**src/rtl/theta_slice_packer_if.sv**
```systemverilog
// Slice word hand-off bus between the theta slice packer and the next
// permutation stage: a packed slice word with its depth index, moved over
// a valid/ready handshake.
interface theta_slice_packer_if #(
  parameter int SLICE_W = 25,
  parameter int IDX_W   = 6
);
  logic [SLICE_W-1:0] slice_out;
  logic [IDX_W-1:0]   slice_idx;
  logic               slice_valid;
  logic               slice_ready;

  modport master (
    output slice_out,
    output slice_idx,
    output slice_valid,
    input  slice_ready
  );

  modport slave (
    input  slice_out,
    input  slice_idx,
    input  slice_valid,
    output slice_ready
  );
endinterface

```
**src/rtl/theta_slice_packer.sv**
```systemverilog
// Theta slice packer: collects the serial theta output one bit per enabled
// cycle, packs 25 bits MSB-first into a slice word, queues words in a small
// FIFO and hands them downstream over valid/ready. Counts slices 0..63,
// flags the end of the state (done) and any slice dropped on a full FIFO.
module theta_slice_packer #(
  parameter int SLICE_W    = 25,
  parameter int NUM_SLICES = 64,
  parameter int FIFO_DEPTH = 2
) (
  input  logic                 clk,
  input  logic                 rst,
  input  logic                 init0,
  input  logic                 en,
  input  logic                 pin,
  theta_slice_packer_if.master slice_bus,
  output logic                 done,
  output logic                 overflow
);

  localparam int IDX_W = $clog2(NUM_SLICES);
  localparam int BIT_W = $clog2(SLICE_W);
  localparam int PTR_W = $clog2(FIFO_DEPTH);
  localparam int CNT_W = PTR_W + 1;

  localparam logic [BIT_W-1:0] LAST_BIT   = BIT_W'(SLICE_W - 1);
  localparam logic [IDX_W-1:0] LAST_SLICE = IDX_W'(NUM_SLICES - 1);
  localparam logic [CNT_W-1:0] DEPTH_CNT  = CNT_W'(FIFO_DEPTH);

  typedef enum logic [1:0] {
    COLLECT,
    DRAIN,
    DONE
  } state_t;

  state_t             state;
  logic [BIT_W-1:0]   bit_cnt;
  logic [IDX_W-1:0]   slice_cnt;
  logic [SLICE_W-1:0] pack_reg;

  logic [SLICE_W-1:0] word_mem [FIFO_DEPTH];
  logic [IDX_W-1:0]   idx_mem  [FIFO_DEPTH];
  logic [PTR_W-1:0]   wr_ptr;
  logic [PTR_W-1:0]   rd_ptr;
  logic [CNT_W-1:0]   count;

  logic               accepting;
  logic               push_req;
  logic               push_ok;
  logic               pop;
  logic               fifo_full;
  logic               fifo_empty;
  logic [SLICE_W-1:0] full_word;

  // Decode this cycle's bit acceptance, slice completion and FIFO moves;
  // the word includes the current bit so a completing slice pushes intact.
  always_comb begin
    accepting  = (state == COLLECT) && en && !init0;
    push_req   = accepting && (bit_cnt == LAST_BIT);
    fifo_full  = (count == DEPTH_CNT);
    fifo_empty = (count == '0);
    pop        = !fifo_empty && slice_bus.slice_ready;
    push_ok    = push_req && (!fifo_full || pop);
    full_word  = {pack_reg[SLICE_W-2:0], pin};
  end

  // Head of the FIFO is driven straight from registers, zeroed when empty.
  assign slice_bus.slice_valid = !fifo_empty;
  assign slice_bus.slice_out   = fifo_empty ? '0 : word_mem[rd_ptr];
  assign slice_bus.slice_idx   = fifo_empty ? '0 : idx_mem[rd_ptr];

  // Shift accepted bits in MSB-first and track bit/slice position; the
  // slice index advances even when its word is dropped so depth stays aligned.
  always_ff @(posedge clk or negedge rst) begin
    if (!rst) begin
      bit_cnt   <= '0;
      slice_cnt <= '0;
      pack_reg  <= '0;
    end else if (init0) begin
      bit_cnt   <= '0;
      slice_cnt <= '0;
      pack_reg  <= '0;
    end else if (accepting) begin
      pack_reg <= full_word;
      if (bit_cnt == LAST_BIT) begin
        bit_cnt   <= '0;
        slice_cnt <= slice_cnt + IDX_W'(1);
      end else begin
        bit_cnt <= bit_cnt + BIT_W'(1);
      end
    end
  end

  // Slice word FIFO: registered write, no fall-through, simultaneous push
  // and pop allowed when full.
  always_ff @(posedge clk or negedge rst) begin
    if (!rst) begin
      wr_ptr <= '0;
      rd_ptr <= '0;
      count  <= '0;
      for (int i = 0; i < FIFO_DEPTH; i++) begin
        word_mem[i] <= '0;
        idx_mem[i]  <= '0;
      end
    end else if (init0) begin
      wr_ptr <= '0;
      rd_ptr <= '0;
      count  <= '0;
    end else begin
      if (push_ok) begin
        word_mem[wr_ptr] <= full_word;
        idx_mem[wr_ptr]  <= slice_cnt;
        wr_ptr           <= wr_ptr + PTR_W'(1);
      end
      if (pop) begin
        rd_ptr <= rd_ptr + PTR_W'(1);
      end
      count <= count + CNT_W'(push_ok) - CNT_W'(pop);
    end
  end

  // Phase control plus sticky done/overflow; done rises on the edge that
  // pops the final word so it is visible the cycle after the last hand-off.
  always_ff @(posedge clk or negedge rst) begin
    if (!rst) begin
      state    <= COLLECT;
      done     <= 1'b0;
      overflow <= 1'b0;
    end else if (init0) begin
      state    <= COLLECT;
      done     <= 1'b0;
      overflow <= 1'b0;
    end else begin
      if (push_req && fifo_full && !pop) begin
        overflow <= 1'b1;
      end
      case (state)
        COLLECT: begin
          if (push_req && (slice_cnt == LAST_SLICE)) begin
            state <= DRAIN;
          end
        end
        DRAIN: begin
          if (fifo_empty || ((count == CNT_W'(1)) && pop)) begin
            state <= DONE;
            done  <= 1'b1;
          end
        end
        DONE: begin
          done <= 1'b1;
        end
        default: begin
          state <= COLLECT;
        end
      endcase
    end
  end

endmodule
```
**src/flat_wrapper.sv**
```systemverilog
// flat-port wrapper written by rule: the top's interface ports become plain ports
module theta_slice_packer_flat 
#(
  parameter int SLICE_W    = 25,
  parameter int NUM_SLICES = 64,
  parameter int FIFO_DEPTH = 2
)
  (clk, rst, init0, en, pin, done, overflow, slice_bus_slice_out, slice_bus_slice_idx, slice_bus_slice_valid, slice_bus_slice_ready);
  theta_slice_packer_if #(.SLICE_W(SLICE_W)) slice_bus_i ();
  input  logic clk;
  input  logic rst;
  input  logic init0;
  input  logic en;
  input  logic pin;
  output logic done;
  output logic overflow;
  output wire logic [$bits(slice_bus_i.slice_out)-1:0] slice_bus_slice_out;
  output wire logic [$bits(slice_bus_i.slice_idx)-1:0] slice_bus_slice_idx;
  output wire logic [$bits(slice_bus_i.slice_valid)-1:0] slice_bus_slice_valid;
  input wire logic [$bits(slice_bus_i.slice_ready)-1:0] slice_bus_slice_ready;
  assign slice_bus_slice_out = slice_bus_i.slice_out;
  assign slice_bus_slice_idx = slice_bus_i.slice_idx;
  assign slice_bus_slice_valid = slice_bus_i.slice_valid;
  assign slice_bus_i.slice_ready = slice_bus_slice_ready;
  theta_slice_packer #(.SLICE_W(SLICE_W), .NUM_SLICES(NUM_SLICES), .FIFO_DEPTH(FIFO_DEPTH)) u_core (.clk(clk), .rst(rst), .init0(init0), .en(en), .pin(pin), .slice_bus(slice_bus_i), .done(done), .overflow(overflow));
endmodule
```
**config.mk**
```make
export PLATFORM = sky130hd
export DESIGN_NAME = theta_slice_packer_flat
export DESIGN_NICKNAME = d
export VERILOG_FILES = /design/src/rtl/theta_slice_packer_if.sv /design/src/rtl/theta_slice_packer.sv /design/src/flat_wrapper.sv
export SDC_FILE = /design/constraint.sdc
export NUM_CORES = 1
export LEC_CHECK = 0
export ABC_AREA = 1
export BUFFER_PORTS_ARGS = -buffer_cell sky130_fd_sc_hd__clkbuf_2
export CAP_MARGIN = 20
export CORE_ASPECT_RATIO = 2
export CORE_MARGIN = 2
export CORE_UTILIZATION = 54
export DETAILED_ROUTE_END_ITERATION = 8
export GPL_ROUTABILITY_DRIVEN = 1
export PLACE_DENSITY = 0.82
export SYNTH_ARGS = -nofsm -noshare
export SYNTH_HDL_FRONTEND = slang
export SYNTH_SLANG_ARGS = --single-unit
```
**constraint.sdc**
```tcl
create_clock -name clk -period 1.6 [get_ports clk]
set_clock_uncertainty 0.05 [all_clocks]
set_input_delay 0.08 -clock clk [delete_from_list [all_inputs] [get_ports clk]]
set_output_delay 0.08 -clock clk [all_outputs]
set_load 0.03 [all_outputs]
```
# Word-level counts from Yosys, hierarchy flattened
# Index checks and enable logic that the tools add are counted.
# classes
n_reduce_logical	28
n_bitwise	3
magnitude_cmp	3
n_div	0
n_addsub	6
eq_ne	9
shifts	0
mul	0
n_mux	36
# ops
op	count
two-way mux 25 bit	5
bitwise mux 50 bit	1
two-way mux 24 bit	2
two-way mux 6 bit	8
demux 25 bit (select 1 bit)	1
two-way mux 5 bit	3
bitwise mux 12 bit	1
logical AND 1 bit	10
nonzero test 2 bit	5
two-way mux 1 bit	8
two-way mux 2 bit	4
adder 6 x 1 -> 6 bit, second input constant	1
demux 6 bit (select 1 bit)	1
equality test 6 bit, second input constant	1
one-hot mux 2 bit (3 select lines)	1
AND reduction 2 bit	3
adder 5 x 1 -> 5 bit, second input constant	1
equality test 5 bit, second input constant	1
equality test 2 x 1 -> 1 bit, second input constant	2
equality test 2 bit, second input constant	2
>= comparator 2 bit, second input constant	2
logical NOT 1 bit	4
logical NOT 2 bit	2
inverter 1 -> 2 bit	2
12 further kinds	14
# word_totals
mem_count	0
ram_bits	0
latchBits	0
regBits	105
in_bits	6
out_inout_bits	34
wordCells	98
romBits	0

# Depth between registers and ports, before layout
# Gate-level depths: netlist of run 1.
# logic_depth
ltp_word	8
depth_mapped	12
ltp_nobuf	11

# Worst setup path before layout of run 1
# OpenSTA, ideal clock, no wires.
# synth_path
kind	flip-flop to flip-flop
startpoint	reg u_core.bit_cnt[0]
endpoint	reg u_core.count[1]
slack_ps	-73
required_time_ps	1432
path_buffers	1
setup_time_ps	118
synth_period_minus_slack_ps	1673
path_stages_with_launch	13
arrival_ps	1504
path_cell_list	dfrtp_1 inv_1 ha_1 nand2_1 inv_1 nand2_2 nor2_4 buf_6 nand2_1 inv_1 ha_1 xor2_1 nor2_1
# synth_via
elab_chain_cells	6
# synth_rtl
item	line_no	text
start: declaration	theta_slice_packer.sv:36	logic [BIT_W-1:0] bit_cnt;
start signal: assignment	theta_slice_packer.sv:88	bit_cnt <= bit_cnt + BIT_W'(1);
equality test 5 bit	theta_slice_packer.sv:58	push_req = accepting && (bit_cnt == LAST_BIT);
logical AND 1 bit	theta_slice_packer.sv:58	
logical AND 1 bit	theta_slice_packer.sv:62	push_ok = push_req && (!fifo_full || pop);
adder 2 x 1 -> 2 bit	theta_slice_packer.sv:117	count <= count + CNT_W'(push_ok) - CNT_W'(pop);
subtractor 2 x 1 -> 2 bit	theta_slice_packer.sv:117	
two-way mux 2 bit	theta_slice_packer.sv:104	end else if (init0) begin
end signal: assignment	theta_slice_packer.sv:117	
end: declaration	theta_slice_packer.sv:44	logic [CNT_W-1:0] count;
# Every way passes these cells.
# A chain may end at the register's enable or synchronous reset.

# Worst setup path in the final report of run 1
# layout_path
startpoint	reg u_core.rd_ptr
endpoint	out slice_bus_slice_out[0]
# layout_via
elab_chain_cells	5
# layout_rtl
item	line_no	text
start: declaration	theta_slice_packer.sv:43	logic [PTR_W-1:0] rd_ptr;
start signal: assignment	theta_slice_packer.sv:115	rd_ptr <= rd_ptr + PTR_W'(1);
inverter 1 -> 2 bit (implied by the code)	theta_slice_packer.sv:68	assign slice_bus.slice_out = fifo_empty ? '0 : word_mem[rd_ptr];
two-way mux 25 bit (implied by the code) (3 in series)	theta_slice_packer.sv:68	
two-way mux 25 bit	theta_slice_packer.sv:68	
end: declaration	flat_wrapper.sv:17	output wire logic [$bits(slice_bus_i.slice_out)-1:0] slice_bus_slice_out;
# Every way passes these cells. The select of a mux whose other input is x is not followed.

==> results of run 1 <==
-- cell families after synthesis --
kind of cell / after synthesis / share of synthesized area [%]
AOI/OAI and AO/OA: 75 / 8.30
xor gates and xnor gates: 4 / 0.715
adders and majority gates: 5 / 1.28
buffers and inverters: 89 / 7.94
DFF: 105 / 53.6
and+or+nand+nor: 311 / 28.1
-- per-stage QoR --
stage | hold WS (ns) | TNS, ns | power [mW] | utilization (%)
2_1_floorplan | -0.266 | 0 | 3.03 | -
3_3_place_gp | 0.0393 | 0 | 3.25 | 60.0
3_5_place_dp | 0.0483 | -0.337 | 3.27 | 60.0
4_1_cts | 0.0600 | 0 | 5.65 | 64.9
5_1_grt | 0.0992 | -5.57 | 5.97 | 69.0
6_report | 0.0756 | -0.229 | 5.79 | 69.0
-- worst max path at each step --
stage,slack [ns],from,depth (start not counted),to
after floorplan,0.003,u_core.bit_cnt[1],12,u_core.count[1]
after global placement,0.05,u_core.bit_cnt[1],10,u_core.word_mem[13]
after detailed placement,-0.03,u_core.bit_cnt[0],10,u_core.word_mem[24]
after CTS,0.0001,u_core.bit_cnt[0],12,u_core.count[1]
after global routing,-0.13,u_core.bit_cnt[0],12,u_core.count[1]
final,-0.03,u_core.rd_ptr,5,slice_bus_slice_out[0]
-- cells in the mapped netlist, drive strengths merged --
cell      n
o22ai    23
nand4    66
inv      45
nand3    16
o21ai    13
xor2      3
buf      20
o211ai    1
dfrtp   105
nand2   213
ha        5
xnor2     1
a21oi    38
clkbuf   24
nor2     16
-- cell type report --
class | count | area (um^2)
Fill cell | 620 | 2750
Sequential cell | 105 | 2630
Multi-Input combinational cell | 395 | 2070
Timing Repair Buffer | 80 | 813
Clock buffer | 10 | 229
Inverter | 45 | 174
Tap cell | 102 | 128
Clock inverter | 6 | 90.1
-- power breakdown --
group | switching, mW | total [mW] | leakage (nW) | internal [mW]
Clock | 0.991 | 2.37 | 0.153 | 1.38
Sequential | 0.0277 | 2.70 | 1.46 | 2.67
Combinational | 0.471 | 0.717 | 1.35 | 0.246
Total | 1.49 | 5.79 | 2.97 | 4.30
-- what timing repair did --
| action | CTS | global route |
|---|---|---|
| resized for setup | 19 | 108 |
| pin swaps | 2 | 11 |
| cloned | 0 | 5 |
| endpoints found under the hold margin | 44 | 0 |
| setup endpoints to repair | 66 | 103 |
| setup buffers | 4 | 2 |
| hold buffers | 3 | 0 |
-- per-layer routing --
| layer | track usage [%] | vias to the layer above | share of wire (%) |
|---|---|---|---|
| li1 | - | 2051 | - |
| met5 | 0 | - | 0 |
| met1 | 29.7 | 2145 | 36 |
| met2 | 44.4 | 219 | 55 |
| met3 | 4.14 | 61 | 5.5 |
| met4 | 12.5 | 0 | 4.2 |
-- worst max-delay path, stage by stage (launching register included) --
cell and delay [ns]:
dfrtp_2 0.45, clkinv_4 0.14, clkbuf_16 0.18, nand2_2 0.07
a21oi_4 0.16, buf_6 0.15
==> summary.txt, run 1 <==
STA
  – Period Utilization, post-route: 102%
  – Final Hold Viols: 0
  – Worst-Margin Slew: around 0.54 ns
  – Final Max Slew Viols: 0
  – Min cycle time layout: roughly 1.6 ns
  – # setup viols final: 19
  – Final setup margin: -0.0259 ns
  – Max_slew headroom: a little under two thirds
  – Fmax: 615 MHz
  – Unrepaired setup endpoints after global routing: yes

Routing
  – Vias per inst: around 6
  – Initial DRC count: roughly 640
  – Vias post-DR: approximately 4500
  – Total Wirelength: approximately 13 mm
  – Drt wl/cell: between 15 and 20 um
  – Residual DRC count: 0
  – Pre-antenna DRT Iters: 5
  – Antenna-violating nets left: 0

Synth
  – Yosys reg bits: 105
  – Synth top area share: a little over half
  – Yosys warns: 0
  – Synthesized instance count: ~590
  – Synth top area cells: dfrtp_1 54%, nand2_1 16%, nand4_1 8.4%
  – Synth area leader: dfrtp_1
  – Synth cell types: 22
  – Syn Nets: 600
  – Syn avg cell area: 8.32 um^2
  – Mapped cell area: approximately 4900 um^2
  – Sequential area share after synthesis: 53.6%

Floorplanning
  – Die Span Y: 139 um
  – Initial core utilization: between 50 and 60%
  – Num ports: 40
  – Die X: 71.3 um
  – FP Rows: ~50
  – Die area: roughly 10000 um^2
  – Core Box Area: a little under 9000 um^2

Place
  – DP Area: 5330 um^2
  – Placed Cells incl. Taps: between 700 and 800
  – Post-DP HPWL: 7.47 mm
  – Port Buf Inserts: 39
  – RD Place Congestion: between 0.9 and 1
  – Dpl ws: -0.0306 ns

Clock tree
  – Maximum buffer depth of the clock tree: 2
  – Clk_lat worst skew: about 0.35 ns
  – Number of buffers created by CTS: 9
  – TritonCTS clock tree: yes
  – Number of H-tree levels: 3
  – Clock-pin transition on the worst setup and hold timing paths: 0.07 ns
  – Clock sink count: between 100 and 150
  – Clock root buffer: clkbuf_16

Setup path
  – CP max FO: 6
  – R2R depth: 10
  – Crit path DAT: approximately 1.5 ns
  – Critical path type: flip-flop to primary output
  – Endpoint class of the critical path: primary output
  – Crit path launch type: flip-flop
  – Flop-to-flop setup slack: -0.02 ns
  – Worst r2r dst: u_core.word_mem[14]
  – RR Startpoint: u_core.bit_cnt[0]
  – WP data required: 1.47 ns

Power and ir drop
  – Peak VDD IR: 0.703 mV
  – PwrDens: ~940 nW/um^2
  – Lkg Pwr: roughly 3.0 nW

Cells and area
  – Nets: 647
  – Fin area: 6140 um^2
  – Commonest non-fill, non-tap cells in the layout: 201 x nand2_1, 104 x dfrtp_1, 66 x nand4_1
  – Max reg flops: 50
  – Most common cell after layout, fill and taps aside: nand2_1
  – Share of layout cells above drive strength 1: a little over a fifth
  – Inserted Diodes: 0
  – Post-route insts no fill: between 700 and 800
  – Area grow syn2layout: 25.3%

Hold path
  – Endpoint, Worst Hold: u_core.done
  – Type of the worst min-delay path: input pin to flip-flop
  – Hold Crit Depth: 3
  – Hold path startpoint: slice_bus_slice_ready

Outcome
  – Status: finished, violations left
  – Failing checks: negative setup slack

Global routing
  – Grt total ovfl: 0
  – First-pass GRT wire length: between 20 and 25 mm
  – Vias in the first global route: 4300
  – Largest net degree at the start of global routing: 47
  – Antenna violations before repair: 0
  – Gr usage total: 25.5%

Job
  – Maxcap violations: 0
(Power assumes the default switching activity.)
==> run 2: changes to the inputs <==
==> constraint.sdc (replaced) <==
create_clock -name clk -period 1.6 [get_ports clk]
set_clock_uncertainty 0.05 [all_clocks]
set_input_delay 0.16 -clock clk [delete_from_list [all_inputs] [get_ports clk]]
set_output_delay 0.16 -clock clk [all_outputs]
set_load 0.03 [all_outputs]
==> summary.txt, run 2 (synthesized netlist as in run 1, its figures left out) <==
Global routing
  – Antenna violations before repair: 0 (unchanged)
  – First-pass GRT wire length: 21.7 mm (+7.9%)
  – Gr usage total: 27.8% (+2.3 points)
  – Largest net degree at the start of global routing: 40 (-15%)
  – Grt total ovfl: 0 (unchanged)
  – Vias in the first global route: 4437 (+3.2%)

Power and ir drop
  – Peak VDD IR: 0.931 mV (+33%)
  – Sw Ratio: 27.5% (+1.7 points)
  – Lkg Pwr: 3.26 nW (+9.7%)
  – Sw power: 1.72 mW (+15%)
  – PwrDens: 855 nW/um^2 (-9.3%)
  – Share of power burned in registers: 43.2% (-3.5 points)
  – Combinational share of power: 17.3% (+4.9 points)
  – Clock power frac: 39.5% (-1.4 points)
  – Internal power: 4.53 mW (+5.5%)

Setup path
  – CP max FO: 8 (+2)
  – Crit path launch type: flip-flop
  – Crit path DAT: 1.98 ns (+0.48 ns)
  – Critical path type: flip-flop to flip-flop
  – Endpoint class of the critical path: flip-flop
  – WP data required: 1.79 ns (+0.32 ns)

STA
  – TNS Setup: -11.39 ns (-11.16 ns)
  – Final Max Slew Viols: 0 (unchanged)
  – Period Utilization, post-route: 112% (+10 points)
  – Fmax: 559 MHz (-9.2%)
  – Final setup margin: -0.190 ns (-0.164 ns)
  – Min cycle time layout: 1.79 ns (+0.164 ns)
  – # setup viols final: 99 (+80)
  – Final Hold Viols: 0 (unchanged)
  – Max_slew headroom: 70.9% (+6.9 points)
  – Unrepaired setup endpoints after global routing: yes
  – Worst-Margin Slew: 0.436 ns (-0.104 ns)

Cells and area
  – Max reg flops: 50 (unchanged)
  – Most common cell after layout, fill and taps aside: dfrtp_1
  – Inserted Diodes: 0 (unchanged)
  – Final core utilization: 82.2% (+13 points)
  – Area grow syn2layout: 49.2%
  – Commonest non-fill, non-tap cells in the layout: 103 x dfrtp_1, 99 x nand2_1, 66 x nand4_1
  – Nets: 668 (+3.2%)
  – Share of layout cells above drive strength 1: 43.7% (+22 points)

Job
  – Maxcap violations: 0 (unchanged)

Floorplanning
  – Core Box Area: 8890 um^2 (unchanged)
  – Initial core utilization: 55.1% (unchanged)
  – Die Span Y: 139 um (unchanged)
  – Num ports: 40 (unchanged)
  – Die X: 71.3 um (unchanged)
  – Die area: 9890 um^2 (unchanged)
  – FP Rows: 49 (unchanged)

Clock tree
  – Maximum buffer depth of the clock tree: 2 (unchanged)
  – TritonCTS clock tree: yes
  – Clk_lat worst skew: 0.36 ns (about the same)
  – Number of H-tree levels: 3 (unchanged)
  – Clock sink count: 105 (unchanged)
  – Number of buffers created by CTS: 9 (unchanged)
  – Clock root buffer: clkbuf_16
  – Clock-pin transition on the worst setup and hold timing paths: 0.07 ns (about the same)

Place
  – Post-DP HPWL: 7.78 mm (+4.1%)
  – Port Buf Inserts: 39 (unchanged)
  – RD Place Congestion: 0.879 (-4.1%)

Routing
  – Antenna-violating nets left: 0 (unchanged)
  – Drt wl/cell: 23.9 um (+36%)
  – Vias post-DR: 5048 (+13%)
  – Vias per inst: 6.61 (+9.7%)
  – Total Wirelength: 18.3 mm (+40%)
  – Residual DRC count: 0 (unchanged)
  – Pre-antenna DRT Iters: 7 (+2)
  – Initial DRC count: 764 (+20%)

Hold path
  – Type of the worst min-delay path: input pin to flip-flop

Outcome
  – Failing checks: negative setup slack
  – Status: finished, violations left
## run 2: changes by cell type in the layout (fill, tap and decap cells not counted), moves of 6 or more
cell       delta
a21oi_1      -16
a21oi_2      +14
buf_2         -7
buf_8         +7
clkbuf_16     +6
clkbuf_8     +27
nand2_1     -102
nand2_2      +59
nand2_4      +43
## run 2: layout make-up
type	count	area, um^2
multi-input cells	395	2690
repair buffers	101	1350
inverters	45	181
clock buffers	11	243
fillers	414	1580
flip-flops and latches	105	2630
clock inverters	5	86.3
well taps	102	128
## run 2: metrics by stage
stage | setup WS, ns | instance area (um^2) | std cells | hold WS, ns | total power [mW]
4_1_cts | -0.0978 | 6290 | 746 | 0.0338 | 5.95
2_1_floorplan | -0.0126 | 5030 | 589 | -0.186 | 3.06
3_3_place_gp | -0.00385 | 5460 | 717 | -0.0388 | 3.31
6_report | -0.190 | 7310 | 764 | 0.0493 | 6.25
3_5_place_dp | -0.0720 | 5460 | 717 | -0.0348 | 3.33
5_1_grt | -0.223 | 7310 | 764 | 0.0559 | 6.41
## run 2: path summary, 6_finish.rpt
path                                          start             endpoint  slack, ns  cells past startpoint
worst max-delay path                u_core.state[1]   u_core.word_mem[4]      -0.19                      8
min in group asynchronous                       rst  u_core.slice_cnt[0]       0.13                      2
max in group asynchronous                       rst      u_core.count[1]       0.67                      3
worst max register to register      u_core.state[1]   u_core.word_mem[4]      -0.19                      8
worst min-delay path                          init0      u_core.count[0]       0.05                      2
worst min register to register  u_core.word_mem[26]  u_core.word_mem[26]       0.44                      2
## run 2: timing repair
item                                    4_1_cts  5_1_grt
setup buffers                                 9        6
endpoints found under the setup margin       98      105
resized for setup                            90      204
pin swaps                                     4       28
hold buffers                                  1        0
cloned                                        3       13
hold endpoints to repair                    105        0
## run 2: critical path, stage by stage, from the launching register on
cell       delay (ns)
dfrtp_1          0.44
nor2_2           0.18
nand3_2          0.14
nor2_4           0.16
buf_6            0.17
nand3_4          0.17
clkbuf_16        0.26
nand2_4          0.06
nand2_1          0.05
## run 2: power by group through the flow
| stage | logic (mW) | clock network (mW) | registers [mW] |
|---|---|---|---|
| 2_1_floorplan | 0.320 | 0 | 2.74 |
| 3_3_place_gp | 0.562 | 0 | 2.75 |
| 3_5_place_dp | 0.586 | 0 | 2.75 |
| 4_1_cts | 0.820 | 2.43 | 2.70 |
| 5_1_grt | 1.12 | 2.58 | 2.70 |
| 6_report | 1.08 | 2.47 | 2.70 |
## run 2: layer usage
layer / track usage [%] / vias to the layer above / wire (um)
met5: 0 / - / 0
met1: 33.0 / 2468 / 6100
met2: 47.8 / 375 / 9460
li1: - / 2095 / -
met3: 5.01 / 110 / 1340
met4: 12.8 / 0 / 1370
